--- config.mk ---
export PLATFORM = sky130hd
export DESIGN_NAME = uart_rxfsm_gen2
export DESIGN_NICKNAME = d
export VERILOG_FILES = /design/src/rtl/uart_rxfsm_gen2.sv
export SDC_FILE = /design/constraint.sdc
export NUM_CORES = 1
export LEC_CHECK = 0
export BUFFER_PORTS_ARGS = -buffer_cell sky130_fd_sc_hd__buf_2
export CAP_MARGIN = 0
export CORE_ASPECT_RATIO = 0.9
export CORE_MARGIN = 1
export CORE_UTILIZATION = 54
export DETAILED_ROUTE_END_ITERATION = 6
export PLACE_DENSITY = 0.75
export RECOVER_POWER = 50
export SLEW_MARGIN = 0
export SYNTH_ARGS = -nofsm -noshare
export SYNTH_HDL_FRONTEND = slang
export SYNTH_SLANG_ARGS = --single-unit
--- constraint.sdc ---
create_clock -name baud_clk_16x -period 5.8 [get_ports baud_clk_16x]
set_input_delay 0.58 -clock baud_clk_16x [delete_from_list [all_inputs] [get_ports baud_clk_16x]]
set_output_delay 0.58 -clock baud_clk_16x [all_outputs]
set_load 0.02 [all_outputs]
--- src/rtl/uart_rxfsm_gen2.sv ---
// UART receive engine on the OSR-times baud clock: majority-of-3 sampling,
// run-time length/parity/stop, break and idle-timeout detection.
module uart_rxfsm_gen2 #(
    parameter int unsigned OSR    = 16,
    parameter int unsigned DATA_W = 9,
    parameter int unsigned TOUT_W = 8
) (
    input  logic              baud_clk_16x,
    input  logic              reset,
    input  logic              cfg_rx_enable,
    input  logic [3:0]        cfg_data_len,
    input  logic              cfg_stop_bit,
    input  logic [2:0]        cfg_pri_mod,
    input  logic [TOUT_W-1:0] cfg_tout_char,
    input  logic              fifo_aval,
    output logic              fifo_wr,
    output logic [DATA_W-1:0] fifo_data,
    output logic [2:0]        fifo_status,
    output logic              rx_ovr,
    output logic              rx_timeout,
    output logic              rx_break,
    input  logic              si
);

    localparam int unsigned PH_W = $clog2(OSR);

    localparam logic [2:0] S_IDLE     = 3'd0;
    localparam logic [2:0] S_START    = 3'd1;
    localparam logic [2:0] S_DATA     = 3'd2;
    localparam logic [2:0] S_PARITY   = 3'd3;
    localparam logic [2:0] S_STOP1    = 3'd4;
    localparam logic [2:0] S_STOP2    = 3'd5;
    localparam logic [2:0] S_BRK_WAIT = 3'd6;

    logic              r_sync1, r_sync2;
    logic [1:0]        r_hist;
    logic [2:0]        r_state;
    logic [PH_W-1:0]   r_phase;
    logic [3:0]        r_idx;
    logic [DATA_W-1:0] r_data;
    logic              r_par_bit;
    logic              r_par_err;
    logic [PH_W-1:0]   r_tmr;
    logic [TOUT_W-1:0] r_tcnt;
    logic              r_armed;
    logic              r_fifo_wr;
    logic [DATA_W-1:0] r_fifo_data;
    logic [2:0]        r_fifo_status;
    logic              r_rx_ovr;
    logic              r_rx_timeout;
    logic              r_rx_break;

    logic [2:0]        w_state;
    logic [PH_W-1:0]   w_phase;
    logic [3:0]        w_idx;
    logic [DATA_W-1:0] w_data;
    logic              w_par_bit;
    logic              w_par_err;
    logic [PH_W-1:0]   w_tmr;
    logic [TOUT_W-1:0] w_tcnt;
    logic              w_armed;
    logic              w_fifo_wr;
    logic [DATA_W-1:0] w_fifo_data;
    logic [2:0]        w_fifo_status;
    logic              w_rx_ovr;
    logic              w_rx_timeout;
    logic              w_rx_break;

    logic [3:0]        w_len;
    logic              w_par_en;
    logic              w_par_exp;
    logic              w_mid;
    logic              w_last_ph;
    logic              w_bit_val;
    logic              w_fall;
    logic              w_wr_req;
    logic              w_brk;
    logic              w_ferr;
    logic              w_tick;
    logic [TOUT_W-1:0] w_tcnt_inc;

    assign fifo_wr     = r_fifo_wr;
    assign fifo_data   = r_fifo_data;
    assign fifo_status = r_fifo_status;
    assign rx_ovr      = r_rx_ovr;
    assign rx_timeout  = r_rx_timeout;
    assign rx_break    = r_rx_break;

    // Pad synchroniser and sample history; only reset clears it, never cfg_rx_enable.
    always_ff @(posedge baud_clk_16x) begin
        if (reset) begin
            r_sync1 <= 1'b1;
            r_sync2 <= 1'b1;
            r_hist  <= 2'b11;
        end else begin
            r_sync1 <= si;
            r_sync2 <= r_sync1;
            r_hist  <= {r_hist[0], r_sync2};
        end
    end

    always_comb begin
        if (cfg_data_len < 4'd5)
            w_len = 4'd5;
        else if (cfg_data_len > 4'(DATA_W))
            w_len = 4'(DATA_W);
        else
            w_len = cfg_data_len;
    end

    assign w_par_en   = (cfg_pri_mod == 3'b010) || (cfg_pri_mod == 3'b011) ||
                        (cfg_pri_mod == 3'b100) || (cfg_pri_mod == 3'b101);
    // The third of the three vote samples arrives at phase OSR/2+1.
    assign w_mid      = (r_phase == PH_W'(OSR/2 + 1));
    assign w_last_ph  = (r_phase == PH_W'(OSR - 1));
    assign w_bit_val  = (r_sync2 & r_hist[0]) | (r_sync2 & r_hist[1]) | (r_hist[0] & r_hist[1]);
    assign w_fall     = r_hist[0] & ~r_sync2;
    assign w_tick     = (r_state == S_IDLE) && (r_tmr == PH_W'(OSR - 1));
    assign w_tcnt_inc = (&r_tcnt) ? r_tcnt : r_tcnt + TOUT_W'(1);

    always_comb begin
        case (cfg_pri_mod)
            3'b010:  w_par_exp = ^r_data;
            3'b011:  w_par_exp = ~^r_data;
            3'b100:  w_par_exp = 1'b1;
            default: w_par_exp = 1'b0;
        endcase
    end

    // Next-state, datapath and registered-output logic.
    always_comb begin
        w_state       = r_state;
        w_phase       = w_last_ph ? '0 : r_phase + PH_W'(1);
        w_idx         = r_idx;
        w_data        = r_data;
        w_par_bit     = r_par_bit;
        w_par_err     = r_par_err;
        w_wr_req      = 1'b0;
        w_brk         = 1'b0;
        w_ferr        = 1'b0;
        w_fifo_wr     = 1'b0;
        w_fifo_data   = r_fifo_data;
        w_fifo_status = r_fifo_status;
        w_rx_ovr      = 1'b0;
        w_rx_timeout  = 1'b0;
        w_rx_break    = 1'b0;
        w_tmr         = r_tmr;
        w_tcnt        = r_tcnt;
        w_armed       = r_armed;

        case (r_state)
            S_IDLE: begin
                // The edge-detect cycle counts as phase 0 of the start bit.
                w_phase = '0;
                if (w_fall) begin
                    w_state   = S_START;
                    w_phase   = PH_W'(1);
                    w_idx     = '0;
                    w_data    = '0;
                    w_par_bit = 1'b0;
                    w_par_err = 1'b0;
                end
            end
            S_START: begin
                if (w_mid && w_bit_val) begin
                    w_state = S_IDLE;
                end else if (w_last_ph) begin
                    w_state = S_DATA;
                    w_idx   = '0;
                end
            end
            S_DATA: begin
                if (w_mid) begin
                    w_data = r_data | (DATA_W'(w_bit_val) << r_idx);
                    w_idx  = r_idx + 4'd1;
                    if (r_idx == w_len - 4'd1)
                        w_state = w_par_en ? S_PARITY : S_STOP1;
                end
            end
            S_PARITY: begin
                if (w_mid) begin
                    w_par_bit = w_bit_val;
                    w_par_err = (w_bit_val != w_par_exp);
                    w_state   = S_STOP1;
                end
            end
            S_STOP1: begin
                if (w_mid) begin
                    if (!w_bit_val && (r_data == '0) && !r_par_bit) begin
                        w_brk    = 1'b1;
                        w_ferr   = 1'b1;
                        w_wr_req = 1'b1;
                        w_state  = S_BRK_WAIT;
                    end else if (!w_bit_val) begin
                        w_ferr   = 1'b1;
                        w_wr_req = 1'b1;
                        w_state  = S_IDLE;
                    end else if (cfg_stop_bit) begin
                        w_state  = S_STOP2;
                    end else begin
                        w_wr_req = 1'b1;
                        w_state  = S_IDLE;
                    end
                end
            end
            S_STOP2: begin
                if (w_mid) begin
                    w_ferr   = ~w_bit_val;
                    w_wr_req = 1'b1;
                    w_state  = S_IDLE;
                end
            end
            S_BRK_WAIT: begin
                w_phase = '0;
                if (r_sync2)
                    w_state = S_IDLE;
            end
            default: begin
                w_state = S_IDLE;
                w_phase = '0;
            end
        endcase

        // A break reports every error flag alongside the all-zero character.
        if (w_wr_req) begin
            if (fifo_aval) begin
                w_fifo_wr     = 1'b1;
                w_fifo_data   = r_data;
                w_fifo_status = {w_brk, w_brk | r_par_err, w_ferr};
            end else begin
                w_rx_ovr = 1'b1;
            end
        end
        w_rx_break = w_brk;

        if (r_armed && (cfg_tout_char != '0) && w_tick && (w_tcnt_inc == cfg_tout_char)) begin
            w_rx_timeout = 1'b1;
            w_armed      = 1'b0;
        end

        // Idle bit-time counter: runs only while staying in IDLE.
        if (w_fifo_wr) begin
            w_tmr   = '0;
            w_tcnt  = '0;
            w_armed = 1'b1;
        end else if ((r_state != S_IDLE) || (w_state != S_IDLE)) begin
            w_tmr  = '0;
            w_tcnt = '0;
        end else begin
            w_tmr = (r_tmr == PH_W'(OSR - 1)) ? '0 : r_tmr + PH_W'(1);
            if (w_tick)
                w_tcnt = w_tcnt_inc;
        end
    end

    always_ff @(posedge baud_clk_16x) begin
        if (reset || !cfg_rx_enable) begin
            r_state       <= S_IDLE;
            r_phase       <= '0;
            r_idx         <= '0;
            r_data        <= '0;
            r_par_bit     <= 1'b0;
            r_par_err     <= 1'b0;
            r_tmr         <= '0;
            r_tcnt        <= '0;
            r_armed       <= 1'b0;
            r_fifo_wr     <= 1'b0;
            r_fifo_data   <= '0;
            r_fifo_status <= '0;
            r_rx_ovr      <= 1'b0;
            r_rx_timeout  <= 1'b0;
            r_rx_break    <= 1'b0;
        end else begin
            r_state       <= w_state;
            r_phase       <= w_phase;
            r_idx         <= w_idx;
            r_data        <= w_data;
            r_par_bit     <= w_par_bit;
            r_par_err     <= w_par_err;
            r_tmr         <= w_tmr;
            r_tcnt        <= w_tcnt;
            r_armed       <= w_armed;
            r_fifo_wr     <= w_fifo_wr;
            r_fifo_data   <= w_fifo_data;
            r_fifo_status <= w_fifo_status;
            r_rx_ovr      <= w_rx_ovr;
            r_rx_timeout  <= w_rx_timeout;
            r_rx_break    <= w_rx_break;
        end
    end

endmodule

* Word level (Yosys, flattened, before mapping)
Cells that the tools add are included.
W data, S select, Z words.
** Storage, ports and cells
- Bits in registers :: 55
- Latch bits :: 0
- RAM bits :: 0
- Bits in read-only memories :: 0
- Bits of input ports :: 21
- Word-level logic and storage cells :: 147
- Memories :: 0
** Cells by class
- Add/sub/neg operators :: 5
- $mul :: 0
- Div/mod/pow operators :: 0
- $lt $le $gt $ge :: 2
- Eq/ne operators :: 21
- Shift operators :: 1
- Mux-type cells :: 54
- Bitwise operators :: 11
- Reduce and logical (&&, ||, !) cells :: 35
** Operator list (number)
- $mux W3 :: 13
- $mux W4 :: 7
- $mux W1 :: 22
- $pmux W3 S7 :: 1
- $mux W9 :: 2
- $pmux W9 S2 :: 1
- $eq A3 B3 Y1 const B :: 5
- $add A4 B1 Y4 const B :: 3
- $eq A3 B2 Y1 const B :: 4
- $eq A4 B4 Y1 const B :: 3
- $pmux W4 S3 :: 1
- $ne A2 B2 Y1 const B :: 5
- $logic_not A9 Y1 :: 1
- $or A9 B9 Y9 :: 1
- $reduce_bool A3 Y1 :: 3
- $reduce_xnor A9 Y1 :: 1
- $reduce_xor A9 Y1 :: 1
- $shl A1 B4 Y9 :: 1
- $add A8 B1 Y8 const B :: 1
- $eq A8 B8 Y1 :: 1
- $mux W8 :: 1
- $pmux W1 S2 :: 4
- $pmux W4 S2 :: 1
- $reduce_and A8 Y1 :: 1
- other kinds (23) :: 45

* Logic depth before layout (Yosys ltp)
Gate-level depths: netlist of run 1.
- Depth in word-level cells :: 12
- Mapped depth :: 10

* Worst setup path after synthesis of run 1
No wires, ideal clock.
- Kind :: input to register
- From :: input cfg_data_len[1]
- To :: register r_tcnt[7]
- Library setup time :: 0.074 ns
- Data arrival time :: 2.539 ns
- Required time :: 5.726 ns
- Path slack :: 3.187 ns
- Cell stages on the path :: 9
- Path buffers :: 1
- Path through :: or3b_1 -> a21oi_2 -> ha_1 -> xor2_1 -> and3_1 -> and3_1 -> or3_4 -> buf_6 -> nor3_4
** On the way
- Word-level cells in the longest chain between the ends :: 11
** RTL lines
- start, declared :: RTL line 11 : input logic [3:0] cfg_data_len,
- $gt A4 B4 Y1 :: RTL line 105 : else if (cfg_data_len > 4'(DATA_W))
- $mux W4 :: RTL line 105
- $mux W4 * :: RTL line 103 : if (cfg_data_len < 4'd5)
- $sub A4 B1 Y4 * :: RTL line 176 : if (r_idx == w_len - 4'd1)
- $eq A4 B4 Y1 * :: RTL line 176
- $mux W3 * :: RTL line 176
- $mux W3 * :: RTL line 173 : if (w_mid) begin
- $pmux W3 S7 * :: RTL line 151 : case (r_state)
- $reduce_bool A3 Y1 * :: RTL line 246 : end else if ((r_state != S_IDLE) || (w_state != S_IDLE)) begin
- $logic_or A1 B1 Y1 * :: RTL line 246
- $reduce_or A3 Y1 (no source line) *
- end signal, assigned :: RTL line 281 : r_tcnt <= w_tcnt;
- end, declared :: RTL line 44 : logic [TOUT_W-1:0] r_tcnt;
Mark *: on every way between the ends. The rest lies on a longest branch, timed or not.
A chain may end at the register's enable or synchronous reset.

* Worst setup path after layout of run 1
- From :: input cfg_data_len[1]
- To :: register r_tcnt[6]
Same word-level chain as after synthesis.

==> impl_results.md, run 1 <==
* Worst r2r dst: rx_timeout$_SDFF_PP0_
* CTS resizes at 0
* Final Max Tran Viols at 0
* Count of warnings emitted by yosys at 0
* Max-Slew Margin vs Limit at about 29%
* Ys flop type: sky130_fd_sc_hd__dfxtp_1
* Die Span Y at around 72 µm
* Final number of setup-violating endpoints at 0
* Mapped Avg Cell Area at between 8 and 9 µm²
* Core area at 5220 µm²
* Number of clock sinks seen by CTS at 55
* Commonest cells after routing, fill and taps aside: 55 x sky130_fd_sc_hd__dfxtp_1, 37 x sky130_fd_sc_hd__nand2_1, 31 x sky130_fd_sc_hd__nor2_1
* Depth of the most critical reg-to-reg path at 7
* Post-route minimum period at 2520 ps
* Overall die area at 5700 µm²
* Fraction of the mapped netlist area in simple logic gates at 27.6%
* Deepest level of the CTS H-tree at 2
* Global placement routability congestion at roughly 0.9
* Worst Min Path Start: r_sync1$_SDFF_PP1_
* Final Hold Viols at 0
* Net count, final at 411
* Initial core utilization at between 50% and 60%
* Source-to-sink clock delay at the later pin of the worst-skew pair at between 300 and 400 ps
* Power Density at 199 nW/µm²
* Combinational family with the most area after synthesis: simple AND/OR/NAND/NOR gates
* Startpoint of the most critical register-to-register path: r_tmr[0]$_SDFF_PP0_
* DR DRC count at 0
* Main area contributors after synthesis: sky130_fd_sc_hd__dfxtp_1 38%, sky130_fd_sc_hd__a21oi_1 5.0%, sky130_fd_sc_hd__nand2_1 4.8%, sky130_fd_sc_hd__xnor2_1 4.5%, sky130_fd_sc_hd__ha_1 4.3%
* Clock slew at the register clock pins of the worst setup and hold paths at around 100 ps
* Slew at the pin with the worst max-slew slack at roughly 1100 ps
* Area added between synthesis and finish at 8.49%
* ANT nets after route at 0
* Fraction of final layout cells sized beyond drive strength 1 at about a tenth
* Syn_nets at 387
* Reported leakage power at around 1.1 nW
* Critical Path Source: cfg_data_len[1]
* # rows at 25
* Max Clock Freq at approximately 400 MHz
* Global route overflow at 0
* Cell count after synthesis at approximately 360
* Portion of netlist area occupied by mux cells at 1.37%
* Vias at between 2,000 and 3,000
* Critical path data required time at roughly 6000 ps
* Peak supply drop at ~0.17 mV
* Kind of capture point of the worst setup path: register
* Wire per inst at roughly 14 µm
* WL final at 6070 µm
* Quantity of I/O buffers inserted on ports at 36
* CP Capture Point: r_tcnt[6]$_SDFFE_PP0P_
* Post-synthesis xor/xnor area fraction at approximately 7.2%
* Outcome: complete, no violations
* Number of setup buffers added after CTS at 0
* Share of the synthesized area in compound gates (AO/OA/AOI/OAI) at 16.7%
* Unrepaired setup endpoints after global routing: no
* Adder and majority gate portion of the synthesized area at under 10%
* CTS tree: built
* Share of the synthesized area in the top cell type at a little under two fifths
* Pin count of the biggest net entering global routing at 27
* Total negative setup slack at 0 ps
* Length of the first detailed-routing pass in iterations at 4
* Tightest Hold Check Type: register to register
* Nature of the critical path startpoint: input port
* Number of global-route vias before repair at ~2,300
* Post-Route Skew at about 8.0 ps
* Arrival time at the worst endpoint at 2730 ps
* Number of max-cap violations at 0
* Most common cell after layout, fill and taps aside: sky130_fd_sc_hd__dfxtp_1
* Critical-path maximum fanout at 12
* ANT cells at 0
* Detailed Route Iter0 Violations at 160
* Root Driver: sky130_fd_sc_hd__clkbuf_8
* Worst Setup Slack post-DPL at just under 3000 ps
* Number of buffers added by the clock tree synthesis step at 5
* Share of synthesized area occupied by flip-flops and latches at a little under two fifths
* I/O Pins at 37
* Synthesized area at between 2000 and 3000 µm²
* Detailed-placement wirelength estimate at between 4000 and 5000 µm
* Flop and latch count out of synthesis at 55
* Number of flops mapped to enable cells by yosys at 0
* Proportion of register bits with asynchronous set or reset after synthesis at 0%
* Yosys top cell by area: sky130_fd_sc_hd__dfxtp_1
* Antenna violations before repair at 0
* Buffers from clock root to sink, at most at 2
* X dimension of the die at just under 80 µm
* Number of distinct library cells after synthesis at 54
* CTS hold repair buffers at 0
* CP Class: input port to register
* Average vias per placed instance at roughly 5.8
* Overall fraction of global-route tracks in use at between 20 and 25%
* FF-to-FF setup slack at around 3400 ps
* Global-route wire length before repair at about 10,000 µm
* Minimum setup slack in the final design at 3280 ps
* Portion of the clock cycle consumed by the worst path in the final layout at 43.4%
-- critical path, cell delays in order --
cell and delay, ps:
sky130_fd_sc_hd__buf_2 110, sky130_fd_sc_hd__or3b_1 380, sky130_fd_sc_hd__a21oi_2 180, sky130_fd_sc_hd__ha_1 180, sky130_fd_sc_hd__xnor2_1 140, sky130_fd_sc_hd__xnor2_1 90, sky130_fd_sc_hd__and3_1 190, sky130_fd_sc_hd__and3_1 190
sky130_fd_sc_hd__or3_4 480, sky130_fd_sc_hd__a311oi_1 220
-- where the power goes --
part           internal, mW  switching, mW  total [mW]
logic                0.0159         0.0221      0.0380
clock network        0.0843          0.127       0.211
registers             0.379        0.00203       0.381
-- cells in the mapped netlist (4+ instances only) --
cell type	instances
sky130_fd_sc_hd__o21ai_0	12
sky130_fd_sc_hd__xnor2_1	15
sky130_fd_sc_hd__nor3_1	13
sky130_fd_sc_hd__a31oi_1	6
sky130_fd_sc_hd__xor2_1	9
sky130_fd_sc_hd__nand3b_1	6
sky130_fd_sc_hd__a21oi_1	29
sky130_fd_sc_hd__inv_1	15
sky130_fd_sc_hd__and2_1	6
sky130_fd_sc_hd__mux2i_1	4
sky130_fd_sc_hd__o31ai_1	4
sky130_fd_sc_hd__ha_1	10
sky130_fd_sc_hd__dfxtp_1	55
sky130_fd_sc_hd__nand2b_1	7
sky130_fd_sc_hd__nand2_1	37
sky130_fd_sc_hd__clkbuf_1	14
sky130_fd_sc_hd__nand3_1	15
sky130_fd_sc_hd__buf_2	4
sky130_fd_sc_hd__and3_1	7
sky130_fd_sc_hd__nor2_1	31
sky130_fd_sc_hd__a311oi_1	4
sky130_fd_sc_hd__or2_2	4
-- stage by stage --
stage / instance area, µm² / instances / power (mW) / hold WS, ps / utilization, %
after floorplan: 2920 / 356 / 0.413 / 389 / -
after global placement: 3100 / 440 / 0.427 / 394 / 59.3
after detailed placement: 3100 / 440 / 0.428 / 403 / 59.3
after CTS: 3190 / 448 / 0.634 / 429 / 61.0
after global routing: 3170 / 448 / 0.656 / 439 / 60.6
final: 3170 / 448 / 0.631 / 423 / 60.6
-- sequential cells by signal (all words and copies together) (netlist names), 2 cells and up --
name         count
fifo_data        9
r_data           9
r_tcnt           8
r_idx            4
r_phase          4
r_tmr            4
fifo_status      3
r_state          3
r_hist           2
-- final cells by class --
cell class / count / area, µm²
Sequential cell: 55 / 1100
Clock buffer: 5 / 68.8
Fill cell: 480 / 2060
Inverter: 15 / 56.3
Multi-Input combinational cell: 267 / 1680
Clock inverter: 3 / 20.0
Tap cell: 67 / 83.8
Timing Repair Buffer: 36 / 159
-- worst min-delay path by stage --
stage	end	slack, ps	cells after the start
floorplan	r_sync2$_SDFF_PP1_	390	1
global placement	r_sync2$_SDFF_PP1_	390	1
detailed placement	r_sync2$_SDFF_PP1_	400	1
CTS	r_sync2$_SDFF_PP1_	430	1
global route	r_sync1$_SDFF_PP1_	440	2
finish	r_sync2$_SDFF_PP1_	420	1
-- per-layer routing --
| metal | up-vias | part of all wire (%) | track usage [%] |
|---|---|---|---|
| met2 | 62 | 45 | 35.6 |
| li1 | 1307 | - | - |
| met5 | - | 0 | 0 |
| met1 | 1199 | 50 | 31.6 |
| met3 | 8 | 4.0 | 4.59 |
| met4 | 0 | 1.3 | 5.45 |
-- kinds of logic (layout without fill, tap and decap cells) --
logic type      Yosys count  after routing
compound gates           76             76
xor+xnor                 24             24
fa+ha+maj                11             11
buf+inv                  34             59
flops                    55             55
mux                       4              4
simple gates            152            152
Note: power is estimated with default switching activity, not from simulation.
==> run 2: changes to the inputs <==
--- a/config.mk
+++ b/config.mk
@@ -9,9 +9,9 @@
 export CAP_MARGIN = 0
 export CORE_ASPECT_RATIO = 0.9
 export CORE_MARGIN = 1
-export CORE_UTILIZATION = 54
+export CORE_UTILIZATION = 52
 export DETAILED_ROUTE_END_ITERATION = 6
-export PLACE_DENSITY = 0.75
+export PLACE_DENSITY = 0.76
 export RECOVER_POWER = 50
 export SLEW_MARGIN = 0
 export SYNTH_ARGS = -nofsm -noshare
==> constraint.sdc (replaced) <==
create_clock -name baud_clk_16x -period 2 [get_ports baud_clk_16x]
set_input_delay 0.2 -clock baud_clk_16x [delete_from_list [all_inputs] [get_ports baud_clk_16x]]
set_output_delay 0.2 -clock baud_clk_16x [all_outputs]
set_load 0.02 [all_outputs]
==> impl_results.md, run 2 (synthesized netlist as in run 1, its figures left out) <==
* Highest-delay cell along the critical path: sky130_fd_sc_hd__or3b_2
* Power spent charging and discharging nets at 466 µW
* Fraction of the core area covered by cells at the end of the flow at between 60% and 70%
* Most common cell after layout, fill and taps aside: sky130_fd_sc_hd__dfxtp_1
* Number of buffers added by the clock tree synthesis step at 5
* Number of global-route vias before repair at 2,461
* Wire per inst at roughly 14 µm
* Peak supply drop at between 0.5 and 0.6 mV
* Antenna violations before repair at 0
* Commonest cells after routing, fill and taps aside: 52 x sky130_fd_sc_hd__dfxtp_1, 37 x sky130_fd_sc_hd__nand2_1, 31 x sky130_fd_sc_hd__nor2_1
* Worst Setup Slack post-DPL at -350 ps
* Final Max Tran Viols at 0
* Post-layout instance area at 3530 µm²
* Outcome: complete, no violations
* Core area at roughly 5300 µm²
* Minimum setup slack in the final design at 47.6 ps
* DR DRC count at 0
* Vias at ~2,800
* Number of clock sinks seen by CTS at 55
* Max-Slew Margin vs Limit at between 60 and 70%
* CP cell instances: buf_4, nand3_1, buf_6, nor3_1, or3b_2, a311oi_1, and4_1, and2_1
* Crit-path max cell delay at ~430 ps
* Average vias per placed instance at between 5 and 6
* Post-route minimum period at about 2000 ps
* Nature of the critical path startpoint: register
* I/O Pins at 37
* Final number of setup-violating endpoints at 0
* Quantity of I/O buffers inserted on ports at 36
* Area of placed instances at between 3000 and 4000 µm²
* Net count, final at about 450
* Root Driver: sky130_fd_sc_hd__clkbuf_8
* CTS hold repair buffers at 0
* Pin count of the biggest net entering global routing at 26
* Overall fraction of global-route tracks in use at between 20% and 30%
* Overall die area at roughly 5900 µm²
* Fraction of final layout cells sized beyond drive strength 1 at a little over a fifth
* Sequential share of power at 58.6%
* Arrival time at the worst endpoint at approximately 2200 ps
* Family with the most delay on the worst path: simple AND/OR/NAND/NOR gates
* Tightest Hold Check Type: input port to register
* Length of the first detailed-routing pass in iterations at 5
* Global-route wire length before repair at between 10,000 and 15,000 µm
* Deepest level of the CTS H-tree at 2
* Slew at the pin with the worst max-slew slack at around 460 ps
* Area added between synthesis and finish at 21.1%
* Critical-path maximum fanout at 8
* Global placement routability congestion at a little under 0.9
* Number of max-cap violations at 0
* Max Clock Freq at ~510 MHz
* Reported leakage power at ~1.2 nW
* CTS tree: built
* Combinational share of power at approximately 7.3%
* CP bufs+invs at 2
* Detailed-placement wirelength estimate at about 4900 µm
* WL final at 6900 µm
* Switching fraction of total power at 24.7%
* # rows at 25
* Kind of capture point of the worst setup path: register
* ANT nets after route at 0
* Final Hold Viols at 0
* Initial core utilization at 54.9%
* Buffers from clock root to sink, at most at 2
* ANT cells at 0
* CP Class: register to register
* Detailed Route Iter0 Violations at ~160
* Unrepaired setup endpoints after global routing: yes
* Portion of the clock cycle consumed by the worst path in the final layout at 97.6%
* Source-to-sink clock delay at the later pin of the worst-skew pair at 320 ps
* Internal power consumption at between 1 and 1.5 mW
* Power Density at around 530 nW/µm²
* Die Span Y at around 73 µm
* Post-Route Skew at ~12 ps
* X dimension of the die at approximately 80 µm
* Clock slew at the register clock pins of the worst setup and hold paths at ~100 ps
* Share of power burned in the clock network at about a third
* Worst hold-check slack at a little under 60 ps
* Critical path data required time at ~2300 ps
* Global route overflow at 0
* Total power at around 1.9 mW
-- run 2: cell count changes in the layout (fill, tap and decap cells not counted), sizes merged --
cell,change
clkbuf,+5
buf,+30
or3,+1
inv,+2
clkinvlp,-1
clkinv,-1
-- run 2: layout make-up --
class	instances	area, µm²
clock inverters	3	25.0
flip-flops and latches	55	1110
clock buffers	5	68.8
fillers	438	1780
well taps	67	83.8
repair buffers	71	414
multi-input cells	268	1780
inverters	15	56.3
-- run 2: power groups by stage --
stage               clock, mW  sequential [mW]  combinational, mW
floorplan                   0             1.13             0.0723
global placement            0             1.13              0.127
detailed placement          0             1.13              0.130
CTS                     0.652             1.11              0.133
global route            0.690             1.11              0.150
finish                  0.643             1.10              0.138
-- run 2: final timing paths --
path,start,to,slack (ps),depth (start not counted)
min,si,r_sync1$_SDFF_PP1_,60,2
max,r_tcnt[0]$_SDFFE_PP0P_,rx_timeout$_SDFF_PP0_,50,8
max reg2reg,r_tcnt[0]$_SDFFE_PP0P_,rx_timeout$_SDFF_PP0_,50,8
min reg2reg,r_sync1$_SDFF_PP1_,r_sync2$_SDFF_PP1_,430,1
-- run 2: stage by stage --
| stage | std cells | TNS (ps) |
|---|---|---|
| after detailed placement | 474 | -3110 |
| after global routing | 484 | -113 |
| after CTS | 483 | 0 |
| final | 484 | 0 |
| after global placement | 474 | -2320 |
| after floorplan | 356 | -930 |
-- run 2: repair_timing --
item | CTS | global route
gates cloned | 1 | 0
pin swaps | 0 | 5
buffers inserted | 0 | 1
resized for setup | 3 | 21
endpoints found under the setup margin | 4 | 18
-- run 2: routing by layer --
layer  vias to the layer above  track usage, %  wire [µm]
li1                       1386               -          -
met1                      1265            34.3       3280
met2                        95            38.6       3080
met3                        14            5.50        426
met4                         0            8.73        116
met5                         -               0          0
==> run 3: changes to the inputs <==
--- a/config.mk
+++ b/config.mk
@@ -13,6 +13,7 @@
 export DETAILED_ROUTE_END_ITERATION = 6
 export PLACE_DENSITY = 0.76
 export RECOVER_POWER = 50
+export REMOVE_ABC_BUFFERS = 1
 export SLEW_MARGIN = 0
 export SYNTH_ARGS = -nofsm -noshare
 export SYNTH_HDL_FRONTEND = slang
==> impl_results.md, run 3 (synthesized netlist as in run 1, its figures left out) <==
* Outcome: finished with violations
* Failing checks: negative setup slack
* X dimension of the die at 81.0 µm
* Fill cell count at 471
* Critical-path maximum fanout at 6
* Detailed-placement wirelength estimate at around 5000 µm
* Commonest cells after routing, fill and taps aside: 51 x sky130_fd_sc_hd__dfxtp_1, 37 x sky130_fd_sc_hd__nand2_1, 31 x sky130_fd_sc_hd__nor2_1, 31 x sky130_fd_sc_hd__buf_4, 29 x sky130_fd_sc_hd__a21oi_1
* Final standard cell count with taps included and fillers excluded at ~490
* Slew at the pin with the worst max-slew slack at about 470 ps
* CP Capture Point: r_tcnt[6]$_SDFFE_PP0P_
* Worst Setup Slack post-DPL at -397 ps
* I/O Pins at 37
* DR DRC count at 0
* ANT cells at 0
* Antenna violations before repair at 0
* Critical path data required time at 2230 ps
* Number of global-route vias before repair at between 2,000 and 2,500
* Detailed Route Iter0 Violations at roughly 210
* Worst hold-check slack at 61.6 ps
* Combined flip-flop and latch cell area at between 1000 and 1500 µm²
* Tightest Hold Check Type: input port to register
* Deepest level of the CTS H-tree at 2
* Global placement routability congestion at between 0.8 and 0.9
* Source-to-sink clock delay at the later pin of the worst-skew pair at 320 ps
* Startpoint of the most critical register-to-register path: r_tcnt[0]$_SDFFE_PP0P_
* Quantity of I/O buffers inserted on ports at 36
* Worst Min Path Start: si
* Number of max-cap violations at 0
* FF-to-FF setup slack at 40 ps
* Fraction of the core area covered by cells at the end of the flow at approximately 67%
* Peak supply drop at roughly 0.35 mV
* Nature of the critical path startpoint: input port
* Net count, final at 450
* Depth of the most critical reg-to-reg path at 8
* Multi-input combinational cell area at between 1500 and 2000 µm²
* CTS hold repair buffers at 0
* CP cell instances: buf_6, or3b_1, a21oi_2, ha_4, xnor2_2, xnor2_1, and3_1, and3_4, or3_4, a311oi_1
* Initial core utilization at between 50% and 60%
* CP Class: input port to register
* Core area at roughly 5300 µm²
* Crit-path max cell delay at between 300 and 400 ps
* Post-route minimum period at 2010 ps
* WL final at between 6000 and 7000 µm
* Highest-delay cell along the critical path: sky130_fd_sc_hd__or3_4
* Kind of capture point of the worst setup path: register
* Worst r2r dst: rx_timeout$_SDFF_PP0_
* Number of buffers added by the clock tree synthesis step at 5
* Root Driver: sky130_fd_sc_hd__clkbuf_8
* Minimum setup slack in the final design at -13.0 ps
* Overall fraction of global-route tracks in use at around a quarter
* Overall die area at approximately 5900 µm²
* Average vias per placed instance at ~5.6
* Post-Route Skew at roughly 12 ps
* Global route overflow at 0
* Final Hold Viols at 0
* Power Density at 538 nW/µm²
* ANT nets after route at 0
* Placed cell count at about 480
* Vias at ~2,700
* Global-route wire length before repair at 10,900 µm
* Portion of the clock cycle consumed by the worst path in the final layout at 101%
* Area added between synthesis and finish at 21.4%
* Final Max Tran Viols at 0
* Die Span Y at 73.1 µm
* Fraction of final layout cells sized beyond drive strength 1 at a little over a fifth
* Length of the first detailed-routing pass in iterations at 4
* Most common cell after layout, fill and taps aside: sky130_fd_sc_hd__dfxtp_1
* Max Clock Freq at between 400 and 500 MHz
* Final number of setup-violating endpoints at 1
* Unrepaired setup endpoints after global routing: yes
* # rows at 25
* Wire per inst at ~14 µm
* Reported leakage power at about 1.3 nW
* Arrival time at the worst endpoint at roughly 2200 ps
* Total power at approximately 1.9 mW
* Max-Slew Margin vs Limit at between 60 and 70%
* Number of clock sinks seen by CTS at 55
* Buffers from clock root to sink, at most at 2
* Critical Path Source: cfg_data_len[1]
* Pin count of the biggest net entering global routing at 26
* Clock slew at the register clock pins of the worst setup and hold paths at 110 ps
* CTS tree: built
==> run 3: cell count changes in the layout (fill, tap and decap cells not counted), sizes merged <==
cell    before  now
buf         49   51
clkbuf      27   28
==> run 3: how the worst min path moves through the flow <==
stage	to	slack, ps	cells past startpoint
2_1_floorplan	rx_ovr$_SDFF_PP0_	280	1
3_3_place_gp	r_sync1$_SDFF_PP1_	390	2
3_5_place_dp	r_sync1$_SDFF_PP1_	390	2
4_1_cts	r_sync1$_SDFF_PP1_	50	2
5_1_grt	r_sync1$_SDFF_PP1_	50	2
6_report	r_sync1$_SDFF_PP1_	60	2
==> run 3: per-layer routing <==
metal | vias up | GRT usage, % | share of wire, % | wire length, µm
li1 | 1394 | - | - | -
met1 | 1261 | 33.2 | 48 | 3330
met2 | 70 | 37.5 | 45 | 3100
met3 | 8 | 5.63 | 5.7 | 392
met4 | 0 | 7.34 | 1.0 | 72
met5 | - | 0 | 0 | 0
==> run 3: final cells by class <==
class | count | area share (%)
Sequential cell | 55 | 31.2
Tap cell | 67 | 2.37
Multi-Input combinational cell | 268 | 49.5
Clock inverter | 3 | 0.777
Inverter | 15 | 1.59
Clock buffer | 5 | 1.94
Timing Repair Buffer | 74 | 12.6
==> run 3: what timing repair did <==
item,4_1_cts,5_1_grt
pin swaps,1,3
buffers inserted,0,3
setup endpoints to repair,6,18
resized for setup,2,21
gates cloned,0,1
==> run 3: power breakdown <==
part           total [mW]  switching [mW]  internal [mW]  leakage, nW
Sequential           1.11         0.00553           1.10        0.446
Clock               0.662           0.402          0.261       0.0467
Combinational       0.138          0.0723         0.0658        0.760
==> run 3: per-stage QoR <==
stage          setup TNS (ps)  area [µm²]
5_1_grt                  -338        3540
3_3_place_gp            -3290        3370
2_1_floorplan           -1430        2840
6_report                -13.0        3540
4_1_cts                 -13.2        3480
3_5_place_dp            -3900        3370
==> run 3: critical path: cells and delay by family <==
kind	cells	cell delay, ps
and+or+nand+nor	4	1150
adders and majority gates	1	170
buffers and inverters	1	90
AOI/OAI and AO/OA	2	420
xor gates and xnor gates	2	210
